==> src/rtl/dmem_arb_pkg.sv <==
// Shared definitions for the data-memory arbiter.
//   - state_t      : sequencer states (IDLE -> ACCESS -> RESP, or IDLE -> RESP on error)
//   - NUM_PORTS    : number of requesters
//   - MEM_WORDS    : depth of the data memory behind the arbiter
//   - ARB_*        : default widths used by dmem_arbiter
//   - addr_is_bad(): flags misaligned or out-of-range byte addresses
package dmem_arb_pkg;

  localparam int NUM_PORTS   = 2;
  localparam int MEM_WORDS   = 256;

  localparam int ARB_ADDR_W  = 32;
  localparam int ARB_DATA_W  = 32;
  localparam int ARB_IDX_LSB = 2;
  localparam int ARB_IDX_W   = $clog2(MEM_WORDS);

  typedef enum logic [1:0] {
    IDLE   = 2'd0,
    ACCESS = 2'd1,
    RESP   = 2'd2
  } state_t;

  // An address is rejected when it is not word aligned or when it points
  // beyond the last memory word.
  function automatic logic addr_is_bad(input logic [ARB_ADDR_W-1:0] addr);
    return (addr[ARB_IDX_LSB-1:0] != '0) ||
           (addr[ARB_ADDR_W-1:ARB_IDX_LSB+ARB_IDX_W] != '0);
  endfunction

endpackage

==> src/rtl/rr_arb2.sv <==
// Combinational two-way round-robin pick.
//   req[1:0] : pending requests
//   last     : id of the port served most recently (flop lives in the parent)
//   gnt[1:0] : one-hot grant, all-zero when nobody requests
//   gnt_id   : index of the granted port (0 when nobody requests)
module rr_arb2 (
  input  logic [1:0] req,
  input  logic       last,
  output logic [1:0] gnt,
  output logic       gnt_id
);

  always_comb begin
    // NOTE: every output gets a default before the case so no path leaves it
    // unassigned; otherwise synthesis would infer a latch.
    gnt    = 2'b00;
    gnt_id = 1'b0;
    unique case (req)
      2'b01:   gnt_id = 1'b0;
      2'b10:   gnt_id = 1'b1;
      2'b11:   gnt_id = ~last;   // contention: the port not served last wins
      default: gnt_id = 1'b0;
    endcase
    if (req != 2'b00) begin
      gnt = gnt_id ? 2'b10 : 2'b01;
    end
  end

endmodule

==> src/rtl/dmem_arbiter.sv <==
// Two-port round-robin arbiter and sequencer in front of the single-port
// 256x32 data memory. Port 0 is the core load/store path, port 1 a secondary
// master. Each accepted request produces exactly one memory strobe cycle and
// one registered done pulse (with err for rejected addresses).
//   clk, rst_n                     : clock, asynchronous active-low reset
//   req/we/addr/wdata{0,1}         : requester inputs, held until done
//   done/err/rdata{0,1}            : registered response, valid while done=1
//   mem_addr/mem_write_data        : memory address and write data
//   mem_write/mem_read             : memory strobes, high only in ACCESS
//   mem_read_data                  : combinational memory read data
module dmem_arbiter
  import dmem_arb_pkg::*;
#(
  parameter int ADDR_W  = ARB_ADDR_W,
  parameter int DATA_W  = ARB_DATA_W,
  parameter int IDX_LSB = ARB_IDX_LSB,
  parameter int IDX_W   = ARB_IDX_W
) (
  input  logic              clk,
  input  logic              rst_n,
  input  logic              req0,
  input  logic              we0,
  input  logic [ADDR_W-1:0] addr0,
  input  logic [DATA_W-1:0] wdata0,
  input  logic              req1,
  input  logic              we1,
  input  logic [ADDR_W-1:0] addr1,
  input  logic [DATA_W-1:0] wdata1,
  output logic              done0,
  output logic              err0,
  output logic [DATA_W-1:0] rdata0,
  output logic              done1,
  output logic              err1,
  output logic [DATA_W-1:0] rdata1,
  output logic [ADDR_W-1:0] mem_addr,
  output logic [DATA_W-1:0] mem_write_data,
  output logic              mem_write,
  output logic              mem_read,
  input  logic [DATA_W-1:0] mem_read_data
);

  state_t               state_q, state_d;
  logic                 last_q;      // port served most recently; 1 => port 0 preferred
  logic                 id_q;
  logic                 we_q;
  logic [IDX_W-1:0]     idx_q;       // only the word index survives a good request
  logic [DATA_W-1:0]    wdata_q;
  logic [NUM_PORTS-1:0] done_q;
  logic [NUM_PORTS-1:0] err_q;
  logic [DATA_W-1:0]    rdata_q [NUM_PORTS];

  logic [1:0]           gnt;
  logic                 gnt_id;
  logic                 we_sel;
  logic [ADDR_W-1:0]    addr_sel;
  logic [DATA_W-1:0]    wdata_sel;
  logic                 bad_sel;

  rr_arb2 u_rr_arb2 (
    .req    ({req1, req0}),
    .last   (last_q),
    .gnt    (gnt),
    .gnt_id (gnt_id)
  );

  // Winner's request fields; only meaningful while some grant is active.
  assign we_sel    = gnt[1] ? we1    : we0;
  assign addr_sel  = gnt[1] ? addr1  : addr0;
  assign wdata_sel = gnt[1] ? wdata1 : wdata0;
  assign bad_sel   = addr_is_bad(addr_sel);

  // Next state and memory strobes. Strobes come straight from the state so an
  // asynchronous reset during ACCESS removes them without waiting for a clock.
  always_comb begin
    state_d        = state_q;
    mem_addr       = '0;
    mem_write_data = '0;
    mem_write      = 1'b0;
    mem_read       = 1'b0;
    unique case (state_q)
      IDLE: begin
        if (gnt != 2'b00) begin
          state_d = bad_sel ? RESP : ACCESS;
        end
      end
      ACCESS: begin
        state_d                              = RESP;
        mem_addr[IDX_LSB+IDX_W-1:IDX_LSB]    = idx_q;
        mem_write_data                       = wdata_q;
        mem_write                            = we_q;
        mem_read                             = ~we_q;
      end
      RESP:    state_d = IDLE;
      default: state_d = IDLE;
    endcase
  end

  // NOTE: clocked state uses non-blocking assignments so every flop samples
  // the values from before the edge, independent of statement order.
  always_ff @(posedge clk or negedge rst_n) begin
    if (!rst_n) begin
      state_q <= IDLE;
      last_q  <= 1'b1;
      id_q    <= 1'b0;
      we_q    <= 1'b0;
      idx_q   <= '0;
      wdata_q <= '0;
      done_q  <= '0;
      err_q   <= '0;
      // NOTE: the response words are two plain registers, not a RAM array,
      // so they are reset like any other flop to give rdata a defined 0.
      for (int p = 0; p < NUM_PORTS; p++) begin
        rdata_q[p] <= '0;
      end
    end else begin
      state_q <= state_d;
      done_q  <= '0;
      err_q   <= '0;
      unique case (state_q)
        IDLE: begin
          if (gnt != 2'b00) begin
            last_q  <= gnt_id;
            id_q    <= gnt_id;
            we_q    <= we_sel;
            idx_q   <= addr_sel[IDX_LSB+IDX_W-1:IDX_LSB];
            wdata_q <= wdata_sel;
            // Rejected requests skip ACCESS and respond on the next cycle.
            if (bad_sel) begin
              done_q[gnt_id]  <= 1'b1;
              err_q[gnt_id]   <= 1'b1;
              rdata_q[gnt_id] <= '0;
            end
          end
        end
        ACCESS: begin
          done_q[id_q]  <= 1'b1;
          rdata_q[id_q] <= we_q ? '0 : mem_read_data;
        end
        default: ;
      endcase
    end
  end

  assign done0  = done_q[0];
  assign done1  = done_q[1];
  assign err0   = err_q[0];
  assign err1   = err_q[1];
  assign rdata0 = rdata_q[0];
  assign rdata1 = rdata_q[1];

endmodule
==> config.mk <==
export PLATFORM = sky130hd
export DESIGN_NAME = dmem_arbiter
export DESIGN_NICKNAME = d
export VERILOG_FILES = /design/src/rtl/dmem_arb_pkg.sv /design/src/rtl/rr_arb2.sv /design/src/rtl/dmem_arbiter.sv
export SDC_FILE = /design/constraint.sdc
export NUM_CORES = 1
export LEC_CHECK = 0
export BUFFER_PORTS_ARGS = -buffer_cell sky130_fd_sc_hd__buf_2
export CAP_MARGIN = 10
export CORE_UTILIZATION = 40
export DETAILED_ROUTE_END_ITERATION = 12
export GPL_TIMING_DRIVEN = 0
export HOLD_SLACK_MARGIN = 0.06
export MAX_ROUTING_LAYER = met4
export PLACE_DENSITY = 0.76
export RECOVER_POWER = 100
export SYNTH_ARGS = -nofsm -noshare
export SYNTH_HDL_FRONTEND = slang
export SYNTH_SLANG_ARGS = --single-unit
==> constraint.sdc <==
create_clock -name clk -period 1.8 [get_ports clk]
set_clock_uncertainty 0.05 [all_clocks]
set_input_delay 0.18 -clock clk [delete_from_list [all_inputs] [get_ports clk]]
set_output_delay 0.18 -clock clk [all_outputs]
set_load 0.02 [all_outputs]
After elaboration in Yosys (flattened, before gate mapping)
Cells that the tools add are included.
{ "word_totals": {"regBits": 113, "latchBits": 0, "ramBits": 0, "romBits": 0, "inputBits": 166, "out_inout_bits": 134, "word_cells": 72, "mem_count": 0} }
{ "classes": {"n_addsub": 0, "multipliers": 0, "n_div": 0, "n_lt_le_gt_ge": 8, "eq_ne": 5, "shift": 0, "mux": 30, "bitwise": 6, "n_reduce_logical": 13} }
{ "ops": {"columns": ["cell", "n"], "rows": [
  ["32-bit two-way mux", 6],
  ["64-bit two-way mux", 2],
  ["64-bit one-hot mux with 2 select lines", 1],
  ["64-bit bitwise AND", 1],
  ["64-bit bitwise mux", 1],
  ["32-bit demux with 1-bit select", 2],
  ["64-bit inverter", 1],
  ["22-bit nonzero test", 1],
  ["2-bit two-way mux", 7],
  ["8-bit two-way mux", 1],
  ["2-bit one-hot mux with 2 select lines", 2],
  ["2-bit nonzero test", 4],
  ["1-bit two-way mux", 5],
  ["2-bit equality test (second input constant)", 2],
  ["2-bit >= comparator (second input constant)", 2],
  ["1-bit logical AND", 4],
  ["1-bit by 2-bit less-than comparator with 1-bit output (second input constant)", 2],
  ["2-bit by 1-bit less-than comparator with 1-bit output (second input constant)", 2],
  ["2-bit inequality test (second input constant)", 2],
  ["1-bit inverter with 2-bit output", 2],
  ["3-bit AND reduction", 1],
  ["1-bit demux with 1-bit select", 2],
  ["2-bit by 1-bit equality test with 1-bit output (second input constant)", 1],
  ["1-bit >= comparator (second input constant)", 2],
  ["5 further kinds", 6]
]} }

Depth between registers and ports, before layout
Gate-level depths: netlist of run 1.
{ "logic_depth": {"ltp_word": 12, "depth_mapped": 6, "ltp_nobuf": 4} }

Modules after synthesis
A second synthesis of run 1 with hierarchy kept.
{ "unflattened": {"cells_unflattened": 562, "area_unflattened_um2": 5810.6} }
{ "modules_own_cells": {"columns": ["mod", "n_inst", "cells_per_inst", "area_each_um2", "seq_area_each_um2"], "rows": [
  ["dmem_arbiter", 1, 558, 5784.3, 2829.0],
  ["rr_arb2", 1, 4, 26.3, 0.0]
]} }

Least setup slack after synthesis of run 1
No wires, ideal clock.
{ "synth_path": {"path_kind": "register to register", "from": "register last_q", "to": "register rdata_q, in the netlist rdata0[29]", "setup_time_ps": 135, "arrival_time_ps": 1470, "required_time_ps": 1615, "setup_slack_ps": 145, "stages_incl_launch_ff": 6, "path_buffers": 1, "synth_period_minus_slack_ps": 1655, "path_cell_list": "dfstp_2 > a21boi_2 > nor4_4 > a21boi_4 > buf_2 > o22ai_1"} }
{ "synth_via": {"elab_chain_cells": 12, "word_cells_on_any_way": 23, "cone_classes": "order compare (2); eq/ne (2); mux (9); bitwise (4); reduce/logical (6)"} }
{ "synth_lines": {"columns": ["element", "line", "source"], "rows": [
  ["start, declared", "dmem_arbiter.sv:43", "logic last_q;"],
  ["start signal, assigned", "dmem_arbiter.sv:122", "last_q <= gnt_id;"],
  ["1-bit inverter (*)", "rr_arb2.sv:21", "2'b11: gnt_id = ~last;"],
  ["1-bit one-hot mux with 2 select lines (*)", "rr_arb2.sv:18", "unique case (req)"],
  ["1-bit inverter with 2-bit output (implied by the code)", "dmem_arbiter.sv:131", "rdata_q[gnt_id] <= '0;"],
  ["2-bit >= comparator (implied by the code) / 2-bit by 1-bit less-than comparator with 1-bit output (equally long branches)", "dmem_arbiter.sv:131", null],
  ["1-bit logical AND (implied by the code)", "dmem_arbiter.sv:131", null],
  ["32-bit two-way mux (implied by the code)", "dmem_arbiter.sv:131", null],
  ["32-bit demux with 1-bit select", "dmem_arbiter.sv:131", null],
  ["64-bit inverter (no source line)", null, null],
  ["64-bit bitwise AND (no source line)", null, null],
  ["64-bit two-way mux", "dmem_arbiter.sv:128", "if (bad_sel) begin"],
  ["64-bit two-way mux", "dmem_arbiter.sv:121", "if (gnt != 2'b00) begin"],
  ["64-bit one-hot mux with 2 select lines", "dmem_arbiter.sv:119", "unique case (state_q)"],
  ["end signal, assigned by index", "dmem_arbiter.sv:137", "rdata_q[id_q] <= we_q ? '0 : mem_read_data;"],
  ["end, declared", "dmem_arbiter.sv:50", "logic [DATA_W-1:0] rdata_q [NUM_PORTS];"]
]} }
Mark *: on every way between the ends. The rest lies on a longest branch, timed or not. The select of a mux whose other input is x is not followed.
A chain may end at the register's enable or synchronous reset.

Worst setup path after layout of run 1
{ "layout_path": {"from": "register state_q[1]", "to": "output mem_write_data[15]"} }
{ "layout_via": {"elab_chain_cells": 2} }
{ "layout_lines": {"columns": ["element", "line", "source"], "rows": [
  ["start, declared", "dmem_arbiter.sv:42", "state_t state_q, state_d;"],
  ["start signal, assigned", "dmem_arbiter.sv:116", "state_q <= state_d;"],
  ["2-bit by 1-bit equality test with 1-bit output", "dmem_arbiter.sv:80", "unique case (state_q)"],
  ["32-bit two-way mux", "dmem_arbiter.sv:80", null],
  ["end, declared", "dmem_arbiter.sv:36", "output logic [DATA_W-1:0] mem_write_data,"]
]} }
Every way passes these cells.

==> results of run 1 <==
kinds of logic (layout without fill, tap and decap cells):
kind of cell	Yosys count	count (layout)	synth area share, %
DFF	113	113	52.52
AOI/OAI and AO/OA	145	145	17.49
buffers and inverters	69	501	7.479
and+or+nand+nor	249	250	22.44
other	1	26	0.06962
through the flow:
step / total power [uW] / setup TNS [ns] / instance area (um2) / utilization [%] / hold slack [ns]
floorplan: 3541 / 0 / 5473 / - / -0.1656
global placement: 3954 / -107.33 / 7069 / 53.60 / 0.3184
detailed placement: 3989 / -8.541 / 7103 / 53.85 / 0.1325
CTS: 7367 / -1.634 / 9219 / 69.89 / 0.1589
global route: 7800 / -5.183 / 9331 / 70.75 / 0.2225
finish: 7552 / -0.3158 / 9331 / 70.75 / 0.1913
cell type report:
class / count / area [um2]
Clock inverter: 4 / 22.52
Sequential cell: 113 / 2833
Fill cell: 954 / 3859
Antenna cell: 2 / 5.005
Clock buffer: 27 / 533.0
Timing Repair Buffer: 403 / 2861
Multi-Input combinational cell: 419 / 2357
Tap cell: 176 / 220.2
Buffer: 67 / 499.2
repair_timing:
| action | 4_1_cts | 5_1_grt |
|---|---|---|
| hold endpoints to repair | 127 | 0 |
| setup endpoints to repair | 136 | 139 |
| setup buffers | 6 | 3 |
| gates resized for setup | 116 | 70 |
| pin swaps | 13 | 4 |
| hold buffers | 115 | 0 |
| gates cloned | 3 | 2 |
registers in the layout, summed over array words and instances (netlist names):
| register | cells |
|---|---|
| wdata_q | 32 |
| err_q | 2 |
| rdata1 | 32 |
| last_q | 1 |
| state_q | 2 |
| we_q | 1 |
| rdata0 | 32 |
| id_q | 1 |
| idx_q | 8 |
| done_q | 2 |
synth_stat cells, types with 2 or more instances:
library cell,n
buf_2,7
dfrtp_1,112
buf_1,4
buf_4,24
o21ai_0,32
nand2_1,148
nand3_1,2
clkbuf_1,28
a21oi_1,23
a21o_1,3
or4_1,2
nor2_1,2
a22oi_1,41
o22ai_1,32
nor4_1,10
and2_1,42
nand2b_1,34
a21oi_2,10
or3_1,2
buf_6,6
power by group through the flow:
stage                     combinational, uW  sequential, uW  clock (uW)
after floorplan                         629            2910           0
after CTS                              1260            2930        3180
final                                  1400            2990        3160
after global placement                 1010            2940           0
after detailed placement               1050            2940           0
after global routing                   1490            3010        3300
how the worst max path moves through the flow:
stage                           from            endpoint  slack [ns]  cells after the start
after floorplan               last_q          rdata0[29]        0.15                      5
after global placement         rst_n          rdata0[10]       -0.91                      1
after detailed placement      last_q          rdata0[28]       -0.25                      5
after CTS                 state_q[1]  mem_write_data[15]       -0.06                      5
after global routing      state_q[1]          rdata0[28]       -0.12                      6
final                     state_q[1]  mem_write_data[15]       -0.03                      5
layout by cell type (no fill, tap or decap), drive strengths merged:
cell         netlist  final
buf               41    265
a22oi             41     41
and3b              1      1
or3                2      2
o21ai             32     32
nand2b            34     34
dfstp              1      1
nor4              11     11
nand3              2      2
a21oi             33     33
clkinvlp           0      1
a21bo              1      1
a21boi             2      2
nand2            148    148
conb               1     24
and2              42     42
clkbuf            28    117
a21o               3      3
clkinv             0      3
nor2b              2      3
dlygate4sd3        0    115
or4                2      2
and4               1      1
nor2               3      3
dfrtp            112    112
a31o               1      1
o22ai             32     32
nor3               1      1
diode              0      2
metal layers:
| layer | GRT usage (%) | vias up |
|---|---|---|
| li1 | - | 2815 |
| met1 | 35.25 | 2933 |
| met2 | 53.90 | 413 |
| met3 | 7.897 | 142 |
| met4 | 20.35 | 0 |
| met5 | - | - |
worst max-delay path, cell delays in order, from the launching register on:
cell	delay, ns
dfrtp_2	0.47
nor2b_4	0.15
buf_12	0.15
buf_8	0.14
and2_4	0.16
buf_6	0.11
==> results.cfg, run 1 <==
[pwr]
p_int_uw = 5464
powerDensity_nw_per_um2 = 809.3
p_switching_uw = 2088
power.share.clock_pct = 41.9
seq_power_share_pct = 39.6
p_sw_share_pct = 27.65
irDropWorstVdd_uv = 579.3
power_frac_comb_pct = 18.5
leakagePower_uw = 0.004541

[placement]
gp_congestion = 0.8341
dp_hpwl_mm = 12.85
placement.io_buffers = 275
pre_cts_ws_ns = -0.2538
numPlacedInstances = 1052

[timing]
tightest_slew_ns = 0.7588
post-route-period-util_pct = 101.6
finalSetupViolations = 21
relSlewSlack_pct = 49.41
hold_viol = 0
fmax_mhz = 546.7
rsz0062_at_grt = true
fin_ws_ns = -0.02912
final_max_slew_viol_count = 0
final.min_clock_period_ns = 1.829

[setup_path]
reg2reg_to = rdata0[28]
endpoint_kind = output pin
rr_worst_depth = 6
r2r_slack_ns = 0
crit_fanout = 10
crit_type = flip-flop to output pin
required_ns = 1.57
worst_setup_path_start_kind = flip-flop
r2r_start = state_q[1]
crit_arrival_ns = 1.60

[grt]
antenna_found_initial = 2
grt_util_all_layers_pct = 32.61
grt_pass1_vias = 6455
grt_max_degree = 60
gr-total-overflow = 0
grt_pass1_wl_mm = 33.79

[detailed_routing]
met2WireLength_mm = 11.33
totalWireLength_mm = 22.81
wl_met3_mm = 1.777
final_antenna_net_count = 0
via_per_inst = 5.205
drt_iter0_markers = 444
met1_length_mm = 8.217
drc = 0
dr.pass1.iters = 5
via_count = 6303
top_layer_used = met4
wire_per_inst_um = 18.83

[synthesis]
synth.avg_cell_area_um2 = 9.335
ys_seq_area_share_pct = 52.52
synth-edff-count = 0
synthDistinctLibCells = 33
synthArstFlopShare_pct = 100.0
syn_inst = 577
ys_ff_latch = 113
synth_flop_cell = dfrtp_1
netlist_area_um2 = 5386
yosys.area.top_type = dfrtp_1
yosys-top-cells-area = dfrtp_1, nand2_1, a22oi_1
yosys_warnings = 0
yosysTopAreaCellShare_pct = 52.03

[outcome]
violations = setup timing
status = finished, violations left

[run]
cap_viol_max_count = 0

[worst_hold_path]
min_to = state_q[1]
min_path_type = input pin to flip-flop
hold_depth = 4
hold_path.startpoint = req1

[floorplan]
core_area_um2 = 13190
die_y_um = 118.0
io_pins = 300
initial_core_util_pct = 40.84
num_rows = 42
dieArea_um2 = 13930
fp.dieW_um = 118.0

[clock_network]
clockBufferDepth = 2
cts-root-buf = clkbuf_16
cts_max_level = 4
cts_buffers = 17
clkLatencyLatePin_ns = 0.41
cts.sinks = 113
clk_pin_slew_ns = 0.05
cts_tree = done

[final_layout]
drive_gt1_share_pct = 35.62
fin_nets = 1187
area_growth_pct = 73.24
stdcell_count = 1211
No activity file was read; power rests on OpenSTA's default activity.
==> run 2: changes to the inputs <==
==> constraint.sdc (replaced) <==
create_clock -name clk -period 1.8 [get_ports clk]
set_clock_uncertainty 0.05 [all_clocks]
set_input_delay 0 -clock clk [delete_from_list [all_inputs] [get_ports clk]]
set_output_delay 0 -clock clk [all_outputs]
set_load 0.02 [all_outputs]
==> results.cfg, run 2 (synthesis gave the netlist of run 1 again) <==
[outcome]
status = finished, final reports clean

[clock_network]
cts-root-buf = clkbuf_16
clk_pin_slew_ns = 0.05
cts_max_level = 4
cts_buffers = 17
clockBufferDepth = 2
cts_tree = done
clkLatencyLatePin_ns = 0.41
cts.sinks = 113

[timing]
final.min_clock_period_ns = 1.783
fmax_mhz = 560.9
fin_ws_ns = 0.01719
rsz0062_at_grt = true
tightest_slew_ns = 1.467
relSlewSlack_pct = 2.214
post-route-period-util_pct = 99.05
finalSetupViolations = 0
final_max_slew_viol_count = 0
hold_viol = 0

[pwr]
irDropWorstVdd_uv = 564.1
total_power_uw = 7460
powerDensity_nw_per_um2 = 831.5
leakagePower_uw = 0.004457

[final_layout]
final_common_cell = buf_2
stdcell_count = 1216
drive_gt1_share_pct = 31.59
final_cell_mix = buf_2, nand2_1, dlygate4sd3_1
area_growth_pct = 66.57
fin_util_pct = 68.02
fin_nets = 1189
final_area_um2 = 8972

[grt]
grt_max_degree = 60
gr-total-overflow = 0
grt_pass1_vias = 6395
grt_util_all_layers_pct = 31.45
antenna_found_initial = 4
grt_pass1_wl_mm = 32.83

[floorplan]
num_rows = 42
fp.dieW_um = 118.0
io_pins = 300
initial_core_util_pct = 40.84
dieArea_um2 = 13930
die_y_um = 118.0
core_area_um2 = 13190

[detailed_routing]
drc = 0
via_count = 6298
dr.pass1.iters = 5
totalWireLength_mm = 21.22
wire_per_inst_um = 17.45
drt_iter0_markers = 444
via_per_inst = 5.179
final_antenna_net_count = 0

[setup_path]
crit_fanout = 10
crit_type = flip-flop to output pin
worst_setup_path_start_kind = flip-flop
endpoint_kind = output pin
crit_arrival_ns = 1.73
required_ns = 1.75

[placement]
gp_congestion = 0.8341
placed_cell_area_um2 = 7103
numPlacedInstances = 1052
pre_cts_ws_ns = -0.2538
placement.io_buffers = 275
dp_hpwl_mm = 12.85

[worst_hold_path]
min_path_type = input pin to flip-flop

[run]
cap_viol_max_count = 0
## run 2: stage by stage
| step | hold slack (ns) | setup TNS, ns |
|---|---|---|
| floorplan | -0.3456 | 0 |
| global placement | 0.1384 | -86.73 |
| detailed placement | -0.04748 | -8.478 |
| CTS | 0.06399 | 0 |
| global route | 0.09086 | -0.1614 |
| finish | 0.08015 | 0 |
## run 2: path summary, 6_finish.rpt
check / slack, ns / cells past startpoint / to / start
worst max-delay path: 0.02 / 4 / mem_write_data[23] / state_q[0]
max in group asynchronous: 0.28 / 2 / state_q[1] / rst_n
worst max register to register: 0.05 / 5 / wdata_q[18] / state_q[1]
worst min register to register: 0.44 / 1 / id_q / id_q
worst min-delay path: 0.08 / 6 / rdata1[31] / addr1[11]
min in group asynchronous: 0.42 / 2 / wdata_q[14] / rst_n
## run 2: per-layer routing
| metal | share of wire, % | global-route usage (%) | up-vias |
|---|---|---|---|
| met5 | 0 | - | - |
| met4 | 5.6 | 20.03 | 0 |
| met3 | 8.0 | 7.171 | 103 |
| met2 | 49 | 51.10 | 460 |
| met1 | 37 | 34.88 | 2908 |
| li1 | - | - | 2827 |
## run 2: final cells by class
cell class / count / area, um2
Antenna cell: 5 / 12.51
Buffer: 68 / 460.4
Clock buffer: 27 / 533.0
Clock inverter: 4 / 22.52
Fill cell: 996 / 4218
Multi-Input combinational cell: 418 / 2280
Sequential cell: 113 / 2831
Tap cell: 176 / 220.2
Timing Repair Buffer: 405 / 2613
## run 2: timing repair
action,in CTS,in global routing
setup endpoints to repair,133,141
buffers inserted,3,1
hold buffers,125,0
endpoints found under the hold margin,220,0
gates resized for setup,16,57
pin swaps,1,0
## run 2: worst max-delay path, stage by stage, from the launching register on
cell	delay [ns]
dfrtp_2	0.44
nor2b_4	0.33
buf_4	0.22
and2_1	0.15
buf_2	0.18
## run 2: where the power goes
part / switching [uW] / leakage [uW] / internal, uW / total [uW]
logic: 697 / 0.00269 / 679 / 1380
clock network: 1140 / 0.000275 / 2000 / 3140
registers: 170 / 0.00149 / 2780 / 2950
